<file path="config.mk">
export PLATFORM = sky130hd
export DESIGN_NAME = wisc_sc15_fetch_flat
export DESIGN_NICKNAME = d
export VERILOG_FILES = /design/src/rtl/wisc_sc15_fetch_if.sv /design/src/rtl/wisc_sc15_fetch.sv /design/src/flat_wrapper.sv
export SDC_FILE = /design/constraint.sdc
export NUM_CORES = 1
export LEC_CHECK = 0
export BUFFER_PORTS_ARGS = -buffer_cell sky130_fd_sc_hd__buf_2
export CORE_MARGIN = 3
export CORE_UTILIZATION = 57
export DETAILED_ROUTE_END_ITERATION = 10
export PLACE_DENSITY = 0.85
export REMOVE_ABC_BUFFERS = 1
export SLEW_MARGIN = 40
export SYNTH_ARGS = -nofsm -noshare
export SYNTH_HDL_FRONTEND = slang
export SYNTH_SLANG_ARGS = --single-unit
</file>
<file path="constraint.sdc">
create_clock -name clk -period 8.5 [get_ports clk]
set_input_delay 1.7 -clock clk [delete_from_list [all_inputs] [get_ports clk]]
set_output_delay 1.7 -clock clk [all_outputs]
set_load 0.05 [all_outputs]
</file>
<file path="src/rtl/wisc_sc15_fetch_if.sv">
// Instruction-memory read bus between the fetch unit (master) and memory (slave).
// Single-beat reads: request is held until the memory acknowledges with data.
interface wisc_sc15_fetch_if;
    logic        im_req;
    logic [15:0] im_addr;
    logic        im_ack;
    logic [15:0] im_rdata;

    modport master (
        output im_req,
        output im_addr,
        input  im_ack,
        input  im_rdata
    );

    modport slave (
        input  im_req,
        input  im_addr,
        output im_ack,
        output im_rdata
    );
endinterface

</file>
<file path="src/rtl/wisc_sc15_fetch.sv">
// Fetch stage for the WISC-SC15 core: fetches one instruction, holds it for
// execute until retirement, then resolves the next PC (RET/CALL/branch/seq).
module wisc_sc15_fetch #(
    parameter logic [15:0] RESET_PC = 16'h0000
) (
    input  logic                     clk,
    input  logic                     rst,
    wisc_sc15_fetch_if.master        im_bus,
    output logic [15:0]              instr,
    output logic                     instr_valid,
    output logic [15:0]              pc_plus1,
    input  logic                     ex_done,
    input  logic                     pc_src,
    input  logic                     sel_call,
    input  logic                     sel_branch,
    input  logic                     br_taken,
    input  logic [15:0]              ret_addr,
    output logic                     halted,
    output logic [15:0]              instr_count
);

    localparam logic [1:0] S_FETCH  = 2'd0;
    localparam logic [1:0] S_HOLD   = 2'd1;
    localparam logic [1:0] S_HALTED = 2'd2;

    logic [1:0]  state;
    logic [15:0] pc;
    logic [15:0] next_pc;
    logic [15:0] call_off;
    logic [15:0] br_off;
    logic        is_halt;

    assign pc_plus1 = pc + 16'd1;
    assign call_off = {{4{instr[11]}}, instr[11:0]};
    assign br_off   = {{8{instr[7]}}, instr[7:0]};
    assign is_halt  = (instr[15:12] == 4'b1111);

    // RET beats CALL beats taken branch; an untaken branch falls through.
    always_comb begin
        next_pc = pc_plus1;
        if (pc_src)
            next_pc = ret_addr;
        else if (sel_call)
            next_pc = pc_plus1 + call_off;
        else if (sel_branch && br_taken)
            next_pc = pc_plus1 + br_off;
    end

    always_ff @(posedge clk) begin
        if (rst) begin
            pc          <= RESET_PC;
            state       <= S_FETCH;
            instr       <= '0;
            instr_count <= '0;
        end else begin
            case (state)
                S_FETCH: begin
                    if (im_bus.im_ack) begin
                        instr <= im_bus.im_rdata;
                        state <= S_HOLD;
                    end
                end
                S_HOLD: begin
                    if (ex_done) begin
                        pc          <= next_pc;
                        instr_count <= instr_count + 16'd1;
                        state       <= is_halt ? S_HALTED : S_FETCH;
                    end
                end
                S_HALTED: state <= S_HALTED;
                default:  state <= S_FETCH;
            endcase
        end
    end

    // Request is gated by rst so it drops in the same cycle reset is applied.
    assign im_bus.im_req  = (state == S_FETCH) && !rst;
    assign im_bus.im_addr = pc;
    assign instr_valid    = (state == S_HOLD);
    assign halted         = (state == S_HALTED);

endmodule

</file>
<file path="src/flat_wrapper.sv">
// flat-port wrapper written by rule: the top's interface ports become plain ports
module wisc_sc15_fetch_flat 
#(
    parameter logic [15:0] RESET_PC = 16'h0000
)
  (clk, rst, instr, instr_valid, pc_plus1, ex_done, pc_src, sel_call, sel_branch, br_taken, ret_addr, halted, instr_count, im_bus_im_req, im_bus_im_addr, im_bus_im_ack, im_bus_im_rdata);
  wisc_sc15_fetch_if im_bus_i ();
  input  logic clk;
  input  logic rst;
  output logic [15:0] instr;
  output logic instr_valid;
  output logic [15:0] pc_plus1;
  input  logic ex_done;
  input  logic pc_src;
  input  logic sel_call;
  input  logic sel_branch;
  input  logic br_taken;
  input  logic [15:0] ret_addr;
  output logic halted;
  output logic [15:0] instr_count;
  output wire logic [$bits(im_bus_i.im_req)-1:0] im_bus_im_req;
  output wire logic [$bits(im_bus_i.im_addr)-1:0] im_bus_im_addr;
  input wire logic [$bits(im_bus_i.im_ack)-1:0] im_bus_im_ack;
  input wire logic [$bits(im_bus_i.im_rdata)-1:0] im_bus_im_rdata;
  assign im_bus_im_req = im_bus_i.im_req;
  assign im_bus_im_addr = im_bus_i.im_addr;
  assign im_bus_i.im_ack = im_bus_im_ack;
  assign im_bus_i.im_rdata = im_bus_im_rdata;
  wisc_sc15_fetch #(.RESET_PC(RESET_PC)) u_core (.clk(clk), .rst(rst), .im_bus(im_bus_i), .instr(instr), .instr_valid(instr_valid), .pc_plus1(pc_plus1), .ex_done(ex_done), .pc_src(pc_src), .sel_call(sel_call), .sel_branch(sel_branch), .br_taken(br_taken), .ret_addr(ret_addr), .halted(halted), .instr_count(instr_count));
endmodule
</file>
Yosys cells after proc, flatten, opt, wreduce, memory -nomap -nowiden

Cells that the tools add are included.

Bits in registers: 50
Output and inout port bits: 67
Word-level logic and storage cells: 27

Add/subtract/negate cells: 4
Equal/unequal tests: 5
Muxes and demuxes: 7
Reduce and logical (&&, ||, !) cells: 7

Operator list:

| operator                                                              | count |
|---|---|
| 16-bit two-way mux                                                    | 3 |
| 16-bit by 1-bit adder with 16-bit output, second input constant       | 2 |
| 16-bit adder                                                          | 2 |
| 2-bit two-way mux                                                     | 3 |
| 2-bit case mux with 3 select lines                                    | 1 |
| 2-bit AND reduction                                                   | 3 |
| 4-bit equality test, second input constant                            | 1 |
| 2-bit by 1-bit equality test with 1-bit output, second input constant | 1 |
| 2-bit equality test, second input constant                            | 1 |
| 1-bit logical AND                                                     | 2 |
| 2-bit logical NOT                                                     | 1 |
| 2-bit by 1-bit != test with 1-bit output, second input constant       | 1 |
| 2-bit != test, second input constant                                  | 1 |
| 1-bit logical NOT                                                     | 1 |

Depth between registers and ports, before layout

Depth in word-level cells: 5
Depth in mapped cells: 13
Gate-level depth less buffers: 13

Least setup slack after synthesis

No wires, ideal clock.

Kind: in2out
Start point: in rst
End point: out im_bus_im_req
Arrival: 3.105 ns
Slack: 3.695 ns
Cell stages on the path: 3
Path buffers: 2
Cell sequence: clkbuf_1 -> clkbuf_1 -> nor3_1

Word-level cells in the longest chain between the ends: 2

RTL lines:

| what              | RTL line              | source |
|---|---|---|
| from (decl)       | flat_wrapper.sv:9     | `input logic rst;` |
| 1-bit logical NOT | wisc_sc15_fetch.sv:77 | `assign im_bus.im_req = (state == S_FETCH) && !rst;` |
| 1-bit logical AND | wisc_sc15_fetch.sv:77 |  |
| to (decl)         | flat_wrapper.sv:21    | `output wire logic [$bits(im_bus_i.im_req)-1:0] im_bus_im_req;` |

No other way between the ends.

Final worst setup path

Ends and elaborated chain as after synthesis.

==> flow_metrics.tcl <==
set metrics [dict create \
    via_per_inst 5.98 \
    drive_above_1_share 0.228 \
    slew_viol_final 0 \
    run_status "finished clean" \
    use_met2 0.439 \
    start_kind "primary input" \
    post_synthesis_cell_count 474 \
    worst_path_dominant_cell_family "buffers and inverters" \
    drt-pass1-iter-count 4 \
    final.period_utilization 0.503 \
    floorplan.initialDensity 0.601 \
    largest_stage_delay_on_the_critical_path_ns 0.29 \
    cts-buffers-inserted 5 \
    die_y_um 86.0 \
    grt_pass1_wl_um 16400 \
    htree_num_levels 2 \
    cell_at_the_root_of_the_clock_tree "clkbuf_8" \
    most_common_cell_after_layout_fill_and_taps_aside "buf_2" \
    synth.distinct_cells 60 \
    critical_path_endpoint_category "primary output" \
    buffering_stage_count_on_the_worst_path_with_inverters_included 3 \
    placeableCoreArea_um2 6060 \
    antenna_cells_inserted 0 \
    worstPathMaxFanout 52 \
    post_cts_buffers 0 \
    vdd.ir_drop.worst_v 0.0000865 \
    hpwlAfterDp_um 7760 \
    hold_buffers 0 \
    number_of_primary_i_o_pins 107 \
    synth_warnings 0 \
    synthArstFlopShare 0 \
    grt_antenna_before_repair 0 \
    cp.arrival_ns 2.57 \
    global_route.usage.met1 0.361 \
    yosys.area.top_type "dfxtp_1" \
    worst_skew_pair.late_latency_ns 0.31 \
    synth_enable_flop_cells 0 \
    proportion_of_netlist_area_held_by_the_largest_area_contributor 0.275 \
    area_delta_synth_final_pct 18.2 \
    rsz0062_at_grt "no" \
    period_minus_ws_final_ns 4.27 \
    detail_route.wirelength_um 10100 \
    hold_violations 0 \
    via_count 3866 \
    worst_clk_skew_ns 0.0149 \
    hold_start "u_core.instr[15]" \
    path_common_cell "buf_2" \
    synth.top_cells.by_area "dfxtp_1, ha_1, nand2_1" \
    worst_path_required_time_ns 6.80 \
    cell_area_after_technology_mapping_um2 3640 \
    setup_tns_ns 0 \
    crit_path_cell_trace "buf_2 -> buf_4 -> nor3_1 -> buf_2" \
    syn_area_per_cell_um2 7.69 \
    layout.cell_area.non_filler_um2 4310 \
    pin_count_of_the_biggest_net_entering_global_routing 53 \
    layout.nets 637 \
    ctsResizeCount 0 \
    synth_ff_type "dfxtp_1" \
    synth-seq-area-share 0.275 \
    cts_tree "done" \
    power_per_cell_area_nw_per_um2 129 \
    numClockSinks 50 \
    drt_first_iter_violations 227 \
    floorplan.rows 28 \
    dieArea_um2 7390 \
    drt_drc_violations_left 0 \
    final_core_utilization 0.710 \
    hp-class "reg -> reg" \
    drt.antenna.violating_nets 0 \
    grt_overflow_total 0 \
    gp_congestion 0.929 \
    die_width_um 86.0 \
    r2r_start "u_core.im_bus.im_addr[0]" \
    fmax_ghz 0.234 \
    most_frequent_cells_in_the_layout "buf_2, nand2_1, dfxtp_1, a21oi_1, nor2_1" \
    place.port_buffers 106 \
    static-leakage-power_nw 2.04 \
    worst_slack_ns 4.23 \
    slew_headroom 0.598 \
    grt_pass1_vias 3418 \
    dp_worst_setup_slack_ns 4.24 \
    avgRoutedWirePerCell_um 15.6 \
    critPathLaunch "rst" \
    clkSlewWorstSetupHoldPaths_ns 0.10 \
    maxCapViolations 0 \
    critical_setup_path_kind "in -> out" \
    cp_slowest_cell "buf_2" \
    use_met3 0.0519 \
    postPlaceCellArea_um2 4210 \
    cts-root-to-sink-buffers 2 \
    register_bit_count_reported_by_yosys 50 \
    max_slew.worst_pin.slew_ns 0.602 \
    global_route.usage.total 0.268 \
    finalSetupViolations 0 \
    top_usage_layer "met2" \
]
sequential cells by signal, summed over array words and instances, names as in the netlist:
register               cells
u_core.state               2
u_core.instr_count        16
u_core.instr              16
u_core.im_bus.im_addr     16
tightest hold or removal path: stages, from the launching register on:
cell and delay [ns]:
dfxtp_1 0.33, nand2_1 0.05, a21oi_1 0.06
cell usage after synthesis, types with 13 or more instances:
cell type,count
a21oi_1,44
clkbuf_1,17
nand3_1,22
nand2_1,73
nor3_1,13
xnor2_1,18
dfxtp_1,50
o21ai_0,18
o211ai_1,14
ha_1,26
nor2_1,36
xor2_1,23
final timing paths:
kind | endpoint | slack, ns | cells past startpoint
worst min register to register | u_core.instr[15] | 0.48 | 2
worst max register to register | u_core.im_bus.im_addr[13] | 4.86 | 12
worst max-delay path | im_bus_im_req | 4.23 | 4
worst min-delay path | u_core.instr[15] | 0.48 | 2
area by class of cell:
| class | instances | area, um2 |
|---|---|---|
| clock buffers | 5 | 68.8 |
| repair buffers | 107 | 538 |
| fillers | 547 | 1760 |
| flip-flops and latches | 50 | 1000 |
| clock inverters | 3 | 26.3 |
| multi-input cells | 393 | 2530 |
| inverters | 13 | 48.8 |
| well taps | 75 | 93.8 |
cells by family (layout without fill, tap and decap cells):
logic type | Yosys count | in the layout | share of synthesized area
flip-flops | 50 | 50 | 0.275
AND/OR/NAND/NOR | 192 | 192 | 0.249
AO/OA/AOI/OAI | 130 | 130 | 0.238
adder cells (fa/ha/maj) | 27 | 27 | 0.0948
multiplexers | 2 | 2 | 0.00549
XOR/XNOR | 42 | 42 | 0.105
buffers and inverters | 31 | 128 | 0.0323
metal layers:
metal  up-vias  wire [um]
li1       1902          -
met1      1787       4430
met2       155       4690
met3        22        801
met4         0        172
met5         -          0
through the flow:
step | power, W | hold slack, ns | std cells
3_5_place_dp | 0.000410 | 0.461 | 638
4_1_cts | 0.000558 | 0.476 | 646
3_3_place_gp | 0.000407 | 0.459 | 638
6_report | 0.000557 | 0.475 | 646
2_1_floorplan | 0.000365 | 0.682 | 456
5_1_grt | 0.000583 | 0.497 | 646
power breakdown:
| part | leakage, nW | internal, W | switching [W] | total, W |
|---|---|---|---|---|
| clock network | 0.0491 | 0.0000608 | 0.0000894 | 0.000150 |
| registers | 0.407 | 0.000243 | 0.0000109 | 0.000254 |
| logic | 1.59 | 0.0000473 | 0.000106 | 0.000153 |
Power figures use the tool's default switching activity.
